$ cat src/rtl/lcm_pkg.sv
// Shared definitions for the LCM beacon protocol: UM word flags, report word
// indices, message codes and the bit layout both ends of the link agree on.
package lcm_pkg;

  localparam logic [1:0] UM_HEAD = 2'b01;
  localparam logic [1:0] UM_MID  = 2'b11;
  localparam logic [1:0] UM_TAIL = 2'b10;

  localparam logic [2:0] W_ETH  = 3'd1;
  localparam logic [2:0] W_CFG  = 3'd2;
  localparam logic [2:0] W_ESW  = 3'd3;
  localparam logic [2:0] W_EOS  = 3'd4;
  localparam logic [2:0] W_GOE0 = 3'd5;
  localparam logic [2:0] W_GOE1 = 3'd6;
  localparam logic [2:0] W_LAST = 3'd7;

  localparam logic [15:0] LCM_ETH_TYPE = 16'h1662;
  localparam logic [7:0]  MSG_UPDATE   = 8'h01;
  localparam logic [7:0]  MSG_REPORT   = 8'h02;

  // w1 layout
  localparam int unsigned DMAC_LSB  = 80;
  localparam int unsigned ETYPE_LSB = 16;
  localparam int unsigned MTYPE_LSB = 8;
  localparam int unsigned LMID_LSB  = 0;
  // w2 layout
  localparam int unsigned DIR_BIT       = 127;
  localparam int unsigned TBKT_LSB      = 88;
  localparam int unsigned DIR_MAC_LSB   = 40;
  // w7 layout
  localparam int unsigned PTIME_LSB = 80;
  localparam int unsigned QUSED_LSB = 56;
  localparam int unsigned BUFM_LSB  = 48;

  typedef enum logic [2:0] {
    StIdle,
    StHdr,
    StPayload,
    StDiscard,
    StWaitVld,
    StCommit
  } rx_state_e;

  typedef struct packed {
    logic [7:0]  lmid;
    logic        direction;
    logic [31:0] token_bucket_para;
    logic [47:0] direct_mac_addr;
    logic [63:0] esw_pktin_cnt;
    logic [63:0] esw_pktout_cnt;
    logic [63:0] eos_mdin_cnt;
    logic [63:0] eos_mdout_cnt;
    logic [63:0] goe_pktin_cnt;
    logic [63:0] goe_port0out_cnt;
    logic [63:0] goe_port1out_cnt;
    logic [63:0] goe_discard_cnt;
    logic [47:0] precision_time;
    logic [23:0] q_used_cnt;
    logic [7:0]  bufm_id_cnt;
  } lcm_rpt_t;

endpackage

$ cat src/rtl/lcm_report_rx_if.sv
// UM packet stream into the report receiver: data/valid strobes plus ready.
interface lcm_report_rx_if;
  logic [133:0] in_data;
  logic         in_data_wr;
  logic         in_data_valid;
  logic         in_data_valid_wr;
  logic         pktin_ready;

  modport master (
    output in_data, in_data_wr, in_data_valid, in_data_valid_wr,
    input  pktin_ready
  );

  modport slave (
    input  in_data, in_data_wr, in_data_valid, in_data_valid_wr,
    output pktin_ready
  );
endinterface

$ cat src/rtl/lcm_rpt_shadow.sv
// Shadow capture of report fields word by word, copied to the visible report
// bank in a single cycle on commit so consumers never see a partial report.
module lcm_rpt_shadow
  import lcm_pkg::*;
(
  input  logic         clk,
  input  logic         rst_n,
  input  logic         ld_en,
  input  logic [2:0]   ld_idx,
  input  logic [127:0] word,
  input  logic         commit,
  output lcm_rpt_t     rpt
);

  lcm_rpt_t shadow_q, shadow_d, rpt_q;

  always_comb begin
    shadow_d = shadow_q;
    if (ld_en) begin
      case (ld_idx)
        W_ETH: shadow_d.lmid = word[LMID_LSB +: 8];
        W_CFG: begin
          shadow_d.direction         = word[DIR_BIT];
          shadow_d.token_bucket_para = word[TBKT_LSB +: 32];
          shadow_d.direct_mac_addr   = word[DIR_MAC_LSB +: 48];
        end
        W_ESW: begin
          shadow_d.esw_pktin_cnt  = word[127:64];
          shadow_d.esw_pktout_cnt = word[63:0];
        end
        W_EOS: begin
          shadow_d.eos_mdin_cnt  = word[127:64];
          shadow_d.eos_mdout_cnt = word[63:0];
        end
        W_GOE0: begin
          shadow_d.goe_pktin_cnt    = word[127:64];
          shadow_d.goe_port0out_cnt = word[63:0];
        end
        W_GOE1: begin
          shadow_d.goe_port1out_cnt = word[127:64];
          shadow_d.goe_discard_cnt  = word[63:0];
        end
        W_LAST: begin
          shadow_d.precision_time = word[PTIME_LSB +: 48];
          shadow_d.q_used_cnt     = word[QUSED_LSB +: 24];
          shadow_d.bufm_id_cnt    = word[BUFM_LSB +: 8];
        end
        default: ;
      endcase
    end
  end

  always_ff @(posedge clk or negedge rst_n) begin
    if (!rst_n) begin
      shadow_q <= '0;
      rpt_q    <= '0;
    end else begin
      shadow_q <= shadow_d;
      if (commit) rpt_q <= shadow_q;
    end
  end

  assign rpt = rpt_q;

endmodule

$ cat src/rtl/lcm_report_rx.sv
// Beacon report receiver: filters UM frames by MAC/EtherType/type/LMID and
// commits the captured report atomically once the packet is confirmed good.
module lcm_report_rx
  import lcm_pkg::*;
#(
  parameter logic [15:0] ETH_TYPE = LCM_ETH_TYPE,
  parameter logic [7:0]  RPT_TYPE = MSG_REPORT,
  parameter logic [7:0]  LMID     = 8'd1
) (
  input  logic              clk,
  input  logic              rst_n,
  lcm_report_rx_if.slave    um,
  input  logic [47:0]       in_local_mac_id,
  output logic [7:0]        rpt_lmid,
  output logic              rpt_direction,
  output logic [31:0]       rpt_token_bucket_para,
  output logic [47:0]       rpt_direct_mac_addr,
  output logic [63:0]       rpt_esw_pktin_cnt,
  output logic [63:0]       rpt_esw_pktout_cnt,
  output logic [63:0]       rpt_eos_mdin_cnt,
  output logic [63:0]       rpt_eos_mdout_cnt,
  output logic [63:0]       rpt_goe_pktin_cnt,
  output logic [63:0]       rpt_goe_port0out_cnt,
  output logic [63:0]       rpt_goe_port1out_cnt,
  output logic [63:0]       rpt_goe_discard_cnt,
  output logic [47:0]       rpt_precision_time,
  output logic [23:0]       rpt_q_used_cnt,
  output logic [7:0]        rpt_bufm_id_cnt,
  output logic              report_valid,
  output logic [31:0]       rx_ok_cnt,
  output logic [31:0]       rx_drop_cnt,
  output logic [31:0]       rx_err_cnt
);

  rx_state_e    state_q, state_d;
  logic [2:0]   wcnt_q, wcnt_d;
  logic         drop_q, drop_d;
  logic         len_ok_q, len_ok_d;
  logic         ready_q, ready_d;
  logic         rv_q;
  logic [31:0]  ok_q, drop_cnt_q, err_q;

  logic [1:0]   flag;
  logic [127:0] word;
  logic         is_head, is_tail, hdr_match;
  logic         tail_evt, resolve, err_inc, drop_inc, ld_en;
  logic [2:0]   ld_idx;
  logic         unused_ibc;
  lcm_rpt_t     rpt;

  assign flag       = um.in_data[133:132];
  assign word       = um.in_data[127:0];
  assign unused_ibc = ^um.in_data[131:128];
  assign is_head    = (flag == UM_HEAD);
  assign is_tail    = (flag == UM_TAIL);

  assign hdr_match = (word[DMAC_LSB +: 48] == in_local_mac_id) &&
                     (word[ETYPE_LSB +: 16] == ETH_TYPE) &&
                     (word[MTYPE_LSB +: 8] == RPT_TYPE) &&
                     ((LMID == 8'hFF) || (word[LMID_LSB +: 8] == LMID));

  always_comb begin
    state_d  = state_q;
    wcnt_d   = wcnt_q;
    drop_d   = drop_q;
    len_ok_d = len_ok_q;
    tail_evt = 1'b0;
    err_inc  = 1'b0;
    drop_inc = 1'b0;
    ld_en    = 1'b0;
    ld_idx   = wcnt_q;

    case (state_q)
      StIdle: begin
        if (um.in_data_wr) begin
          if (is_head) begin
            state_d  = StHdr;
            drop_d   = 1'b0;
            len_ok_d = 1'b0;
          end else begin
            err_inc = 1'b1;
          end
        end
      end
      StHdr, StPayload, StDiscard: begin
        if (um.in_data_wr) begin
          if (is_head) begin
            // Missing tail: drop the old packet and parse the new head as w0
            err_inc  = 1'b1;
            state_d  = StHdr;
            drop_d   = 1'b0;
            len_ok_d = 1'b0;
          end else if (state_q == StHdr) begin
            ld_en  = 1'b1;
            ld_idx = W_ETH;
            drop_d = !hdr_match;
            if (is_tail) begin
              tail_evt = 1'b1;
              state_d  = StWaitVld;
            end else if (hdr_match) begin
              state_d = StPayload;
              wcnt_d  = W_CFG;
            end else begin
              state_d = StDiscard;
            end
          end else if (state_q == StPayload) begin
            ld_en = 1'b1;
            if (is_tail) begin
              tail_evt = 1'b1;
              len_ok_d = (wcnt_q == W_LAST);
              state_d  = StWaitVld;
            end else if (wcnt_q == W_LAST) begin
              state_d = StDiscard;
            end else begin
              wcnt_d = wcnt_q + 3'd1;
            end
          end else if (is_tail) begin
            tail_evt = 1'b1;
            state_d  = StWaitVld;
          end
        end
      end
      StCommit: state_d = StIdle;
      default: ;
    endcase

    // A valid strobe on the tail cycle resolves exactly as it would in WAIT_VLD
    resolve = um.in_data_valid_wr && ((state_q == StWaitVld) || tail_evt);
    if (resolve) begin
      if (drop_d) begin
        drop_inc = 1'b1;
        state_d  = StIdle;
      end else if (um.in_data_valid && len_ok_d) begin
        state_d = StCommit;
      end else begin
        err_inc = 1'b1;
        state_d = StIdle;
      end
    end

    ready_d = ((state_d == StIdle) || (state_d == StHdr) ||
               (state_d == StPayload) || (state_d == StDiscard)) && !(resolve && tail_evt);
  end

  always_ff @(posedge clk or negedge rst_n) begin
    if (!rst_n) begin
      state_q    <= StIdle;
      wcnt_q     <= '0;
      drop_q     <= 1'b0;
      len_ok_q   <= 1'b0;
      ready_q    <= 1'b1;
      rv_q       <= 1'b0;
      ok_q       <= '0;
      drop_cnt_q <= '0;
      err_q      <= '0;
    end else begin
      state_q  <= state_d;
      wcnt_q   <= wcnt_d;
      drop_q   <= drop_d;
      len_ok_q <= len_ok_d;
      ready_q  <= ready_d;
      rv_q     <= (state_q == StCommit);
      if (state_q == StCommit) ok_q <= ok_q + 32'd1;
      if (drop_inc) drop_cnt_q <= drop_cnt_q + 32'd1;
      if (err_inc) err_q <= err_q + 32'd1;
    end
  end

  lcm_rpt_shadow u_shadow (
    .clk    (clk),
    .rst_n  (rst_n),
    .ld_en  (ld_en),
    .ld_idx (ld_idx),
    .word   (word),
    .commit (state_q == StCommit),
    .rpt    (rpt)
  );

  assign um.pktin_ready          = ready_q;
  assign report_valid            = rv_q;
  assign rx_ok_cnt               = ok_q;
  assign rx_drop_cnt             = drop_cnt_q;
  assign rx_err_cnt              = err_q;
  assign rpt_lmid                = rpt.lmid;
  assign rpt_direction           = rpt.direction;
  assign rpt_token_bucket_para   = rpt.token_bucket_para;
  assign rpt_direct_mac_addr     = rpt.direct_mac_addr;
  assign rpt_esw_pktin_cnt       = rpt.esw_pktin_cnt;
  assign rpt_esw_pktout_cnt      = rpt.esw_pktout_cnt;
  assign rpt_eos_mdin_cnt        = rpt.eos_mdin_cnt;
  assign rpt_eos_mdout_cnt       = rpt.eos_mdout_cnt;
  assign rpt_goe_pktin_cnt       = rpt.goe_pktin_cnt;
  assign rpt_goe_port0out_cnt    = rpt.goe_port0out_cnt;
  assign rpt_goe_port1out_cnt    = rpt.goe_port1out_cnt;
  assign rpt_goe_discard_cnt     = rpt.goe_discard_cnt;
  assign rpt_precision_time      = rpt.precision_time;
  assign rpt_q_used_cnt          = rpt.q_used_cnt;
  assign rpt_bufm_id_cnt         = rpt.bufm_id_cnt;

endmodule

$ cat src/flat_wrapper.sv
// flat-port wrapper written by rule: the top's interface ports become plain ports
module lcm_report_rx_flat import lcm_pkg::*;
#(
  parameter logic [15:0] ETH_TYPE = LCM_ETH_TYPE,
  parameter logic [7:0]  RPT_TYPE = MSG_REPORT,
  parameter logic [7:0]  LMID     = 8'd1
)
  (clk, rst_n, in_local_mac_id, rpt_lmid, rpt_direction, rpt_token_bucket_para, rpt_direct_mac_addr, rpt_esw_pktin_cnt, rpt_esw_pktout_cnt, rpt_eos_mdin_cnt, rpt_eos_mdout_cnt, rpt_goe_pktin_cnt, rpt_goe_port0out_cnt, rpt_goe_port1out_cnt, rpt_goe_discard_cnt, rpt_precision_time, rpt_q_used_cnt, rpt_bufm_id_cnt, report_valid, rx_ok_cnt, rx_drop_cnt, rx_err_cnt, um_in_data, um_in_data_wr, um_in_data_valid, um_in_data_valid_wr, um_pktin_ready);
  lcm_report_rx_if um_i ();
  input  logic clk;
  input  logic rst_n;
  input  logic [47:0] in_local_mac_id;
  output logic [7:0] rpt_lmid;
  output logic rpt_direction;
  output logic [31:0] rpt_token_bucket_para;
  output logic [47:0] rpt_direct_mac_addr;
  output logic [63:0] rpt_esw_pktin_cnt;
  output logic [63:0] rpt_esw_pktout_cnt;
  output logic [63:0] rpt_eos_mdin_cnt;
  output logic [63:0] rpt_eos_mdout_cnt;
  output logic [63:0] rpt_goe_pktin_cnt;
  output logic [63:0] rpt_goe_port0out_cnt;
  output logic [63:0] rpt_goe_port1out_cnt;
  output logic [63:0] rpt_goe_discard_cnt;
  output logic [47:0] rpt_precision_time;
  output logic [23:0] rpt_q_used_cnt;
  output logic [7:0] rpt_bufm_id_cnt;
  output logic report_valid;
  output logic [31:0] rx_ok_cnt;
  output logic [31:0] rx_drop_cnt;
  output logic [31:0] rx_err_cnt;
  input wire logic [$bits(um_i.in_data)-1:0] um_in_data;
  input wire logic [$bits(um_i.in_data_wr)-1:0] um_in_data_wr;
  input wire logic [$bits(um_i.in_data_valid)-1:0] um_in_data_valid;
  input wire logic [$bits(um_i.in_data_valid_wr)-1:0] um_in_data_valid_wr;
  output wire logic [$bits(um_i.pktin_ready)-1:0] um_pktin_ready;
  assign um_i.in_data = um_in_data;
  assign um_i.in_data_wr = um_in_data_wr;
  assign um_i.in_data_valid = um_in_data_valid;
  assign um_i.in_data_valid_wr = um_in_data_valid_wr;
  assign um_pktin_ready = um_i.pktin_ready;
  lcm_report_rx #(.ETH_TYPE(ETH_TYPE), .RPT_TYPE(RPT_TYPE), .LMID(LMID)) u_core (.clk(clk), .rst_n(rst_n), .um(um_i), .in_local_mac_id(in_local_mac_id), .rpt_lmid(rpt_lmid), .rpt_direction(rpt_direction), .rpt_token_bucket_para(rpt_token_bucket_para), .rpt_direct_mac_addr(rpt_direct_mac_addr), .rpt_esw_pktin_cnt(rpt_esw_pktin_cnt), .rpt_esw_pktout_cnt(rpt_esw_pktout_cnt), .rpt_eos_mdin_cnt(rpt_eos_mdin_cnt), .rpt_eos_mdout_cnt(rpt_eos_mdout_cnt), .rpt_goe_pktin_cnt(rpt_goe_pktin_cnt), .rpt_goe_port0out_cnt(rpt_goe_port0out_cnt), .rpt_goe_port1out_cnt(rpt_goe_port1out_cnt), .rpt_goe_discard_cnt(rpt_goe_discard_cnt), .rpt_precision_time(rpt_precision_time), .rpt_q_used_cnt(rpt_q_used_cnt), .rpt_bufm_id_cnt(rpt_bufm_id_cnt), .report_valid(report_valid), .rx_ok_cnt(rx_ok_cnt), .rx_drop_cnt(rx_drop_cnt), .rx_err_cnt(rx_err_cnt));
endmodule
$ cat config.mk
export PLATFORM = sky130hd
export DESIGN_NAME = lcm_report_rx_flat
export DESIGN_NICKNAME = d
export VERILOG_FILES = /design/src/rtl/lcm_pkg.sv /design/src/rtl/lcm_report_rx_if.sv /design/src/rtl/lcm_rpt_shadow.sv /design/src/rtl/lcm_report_rx.sv /design/src/flat_wrapper.sv
export SDC_FILE = /design/constraint.sdc
export NUM_CORES = 2
export LEC_CHECK = 0
export CORE_AREA = 3 3 377 379
export CTS_BUF_LIST = sky130_fd_sc_hd__clkbuf_2
export CTS_CLUSTER_DIAMETER = 80
export CTS_CLUSTER_SIZE = 20
export DETAILED_ROUTE_END_ITERATION = 7
export DIE_AREA = 0 0 380 382
export DONT_BUFFER_PORTS = 1
export GPL_TIMING_DRIVEN = 0
export PLACE_DENSITY_LB_ADDON = 0.08
export SLEW_MARGIN = 10
export SYNTH_ARGS = -nofsm -noshare
export SYNTH_HDL_FRONTEND = slang
export SYNTH_SLANG_ARGS = --single-unit
$ cat constraint.sdc
create_clock -name clk -period 4.99 [get_ports clk]
set_clock_uncertainty 0.05 [all_clocks]
set_input_delay 0.7485 -clock clk [delete_from_list [all_inputs] [get_ports clk]]
set_output_delay 0.7485 -clock clk [all_outputs]
set_load 0.1 [all_outputs]
==> flow_summary_export.csv <==
group,metric,value,unit
logic_synthesis,syn-num-nets,5089,
routing,first_iter_violations,2396,
final_layout,layout.nets,5567,
pwr,vdd.ir_drop.worst,339.2,uV
timing,drv_slew,0,
logic_synthesis,synth-xor-area-share,2.222,%
placed_design,postPlaceCellArea,59140,um^2
logic_synthesis,synth-edff-count,0,
logic_synthesis,synth_ff_type,"dfrtp_1",
setup_path,cp.required,6.37,ns
min_path,hold_path.class,"primary input to register",
clock_tree,clkSlewWorstSetupHoldPaths,0.36,ns
placed_design,place_congestion,0.8325,
pwr,p_per_area,669.2,nW/um^2
timing,timing.fmax,214.9,MHz
clock_tree,cts_resized,0,
logic_synthesis,yosysWarnings,0,
min_path,hold_start,"um_in_data[123]",
floorplan,die-area,145200,um^2
clock_tree,clk_path_buf_depth,3,
final_layout,final_cell_mix,"nand2_1 (2092), dfrtp_1 (1467), mux2_2 (643)",
routing,viasPerCell,5.074,
job,drv_cap,0,
logic_synthesis,ys_seq_elements,1468,
timing,finalWorstSetupSlack,0.3371,ns
logic_synthesis,yosysSeqAreaShare,65.18,%
global_routing,first_global_vias,37973,
min_path,worstHoldEndpoint,"u_core.u_shadow.shadow_q[459]",
logic_synthesis,synth_top_family_by_area,"simple AND/OR/NAND/NOR gates",
routing,wire_per_inst,27.08,um
routing,dr.pass1.iters,5,
min_path,hold_depth,2,
logic_synthesis,synth_compound_area_share,0.2953,%
routing,drc,0,
timing,min_period_over_period,93.24,%
timing,rsz0062_at_grt,"false",
clock_tree,h-tree-depth,3,
routing,ant_nets,0,
logic_synthesis,syn_avg_cell_area,11.52,um^2
logic_synthesis,synthAdderAreaFrac,0.1776,%
final_layout,drive_gt1_share,17.01,%
setup_path,cp-end-kind,"register",
clock_tree,cts_buffers,91,
routing,wl,197600,um
floorplan,die_x,380,um
timing,worst_slew_pin_slew,1.241,ns
floorplan,die_y,382,um
logic_synthesis,synthSimpleGateAreaFrac,16.48,%
final_layout,fin_area,63730,um^2
routing,vias,37018,
setup_path,r2r_setup_slack,0.52,ns
global_routing,antenna_found_initial,23,
clock_tree,cts_tree,"done",
timing,finalCriticalPeriod,4.653,ns
timing,slew_headroom,17.28,%
timing,finalHoldViolations,0,
final_layout,synthToLayoutAreaGrowth,13.08,%
floorplan,io_pins,966,
floorplan,num_rows,137,
timing,hold_ws,0.2251,ns
global_routing,grt_max_degree,251,
setup_path,cp.arrival,6.03,ns
floorplan,start_util,40.49,%
placed_design,place.detailed.hpwl,142200,um
pwr,power.leakage,32.84,nW
setup_path,crit_path_max_fanout,7,
status,status,"completed",
clock_tree,cts-root-buf,"clkbuf_2",
placed_design,pre_cts_ws,0.4077,ns
global_routing,grt_pass1_wl,285500,um
logic_synthesis,synthArstFlopShare,100.0,%
clock_tree,clock-sinks,1468,
logic_synthesis,syn_area,56360,um^2
logic_synthesis,synthDistinctLibCells,54,
clock_tree,clkLatencyLatePin,1.54,ns
global_routing,overflow,0,
placed_design,numPortBuffers,0,
floorplan,design.core.area,139200,um^2
timing,fin_tns_setup,0,ns
timing,setup_violations,0,
setup_path,crit_type,"primary input to register",
final_layout,final_common_cell,"nand2_1",
logic_synthesis,synth_cells,4894,
setup_path,start_kind,"primary input",
logic_synthesis,synthMuxAreaShare,13.72,%
setup_path,r2r_cells,10,
global_routing,grt_usage,27.04,%
flip-flops by register name, summed over array words and instances, names as in the netlist, named ones only:
| register | flops |
|---|---|
| u_core.u_shadow.rpt | 681 |
| u_core.wcnt_q | 3 |
| u_core.u_shadow.shadow_q | 681 |
| u_core.rx_drop_cnt | 32 |
| u_core.um.pktin_ready | 1 |
| u_core.rx_err_cnt | 32 |
| u_core.len_ok_q | 1 |
| u_core.drop_q | 1 |
| u_core.report_valid | 1 |
| u_core.rx_ok_cnt | 32 |
| u_core.state_q | 2 |
where the power goes:
| part | total [mW] | internal, mW | switching (mW) |
|---|---|---|---|
| Combinational | 6.30 | 3.29 | 3.01 |
| Clock | 4.63 | 0.725 | 3.90 |
| Sequential | 31.7 | 15.4 | 16.3 |
| Total | 42.6 | 19.4 | 23.2 |
Yosys cell counts (all sizes together), types with 20 or more instances:
library cell	n	area share (%)
nand2	2092	14
dfrtp	1467	65
mux2	684	14
clkbuf	160	1.1
xnor2	106	1.6
buf	81	0.75
nand4	43	0.49
xor2	37	0.57
nand3	33	0.29
nor2	29	0.20
nor3	29	0.36
and3	20	0.22
cell type report:
class | count | area (um^2)
fill | 13379 | 75460
sequential | 1468 | 36740
multi-input combinational | 3170 | 18560
timing repair buffer | 385 | 4170
tap | 1876 | 2347
buffer | 241 | 1046
clock buffer | 99 | 495.5
clock inverter | 31 | 294.0
inverter | 15 | 56.30
antenna | 11 | 27.53
cell families (layout without fill, tap and decap cells):
| group | count (synthesis) | in the layout |
|---|---|---|
| flops | 1468 | 1468 |
| compound gates | 20 | 20 |
| fa+ha+maj | 8 | 8 |
| other cells | 0 | 11 |
| xor+xnor | 143 | 143 |
| mux | 687 | 687 |
| simple gates | 2312 | 2312 |
| buf+inv | 256 | 771 |
what timing repair did:
item | in CTS | in global routing
setup buffers | 0 | 0
hold endpoints to repair | 1227 | 0
hold buffers | 368 | 0
endpoints found under the setup margin | 0 | 0
worst max-delay path, cell delays in order:
cell	delay [ns]
dlygate4sd3_1	0.53
dlygate4sd3_1	0.74
xnor2_1	0.46
nand4_1	0.14
dlygate4sd3_1	0.60
nor4_1	0.32
nand4_2	0.54
a21oi_1	0.28
dlygate4sd3_1	0.57
nor4_1	0.05
dlygate4sd3_1	0.57
or4_1	0.46
worst max-delay path by stage:
stage	from	endpoint	slack (ns)	depth (start not counted)
after global routing	register	register	0.15	10
after floorplan	u_core.rx_drop_cnt[6]	u_core.rx_drop_cnt[29]	2.20	8
after CTS	register	register	0.26	10
final	um_in_data[125]	register	0.34	12
after global placement	in_local_mac_id[0]	u_core.rx_err_cnt[15]	0.35	8
after detailed placement	in_local_mac_id[0]	u_core.rx_err_cnt[13]	0.41	8
layer usage:
| layer | vias to the layer above | GRT usage [%] | part of all wire (%) | wire length, um |
|---|---|---|---|---|
| li1 | 16653 | - | - | - |
| met1 | 19132 | 32.87 | 40 | 78060 |
| met2 | 1004 | 44.89 | 48 | 94580 |
| met3 | 219 | 10.38 | 9.6 | 19040 |
| met4 | 10 | 7.663 | 2.9 | 5820 |
| met5 | - | 0 | 0.034 | 68 |
stage by stage:
stage | power, mW | cells | utilization (%)
after global placement | 37.08 | 6770 | 42.18
final | 42.65 | 7296 | 45.79
after CTS | 43.00 | 7283 | 45.73
after floorplan | 34.39 | 4894 | -
after global routing | 44.57 | 7288 | 45.77
after detailed placement | 37.61 | 6785 | 42.49
No activity file was read; power rests on OpenSTA's default activity.
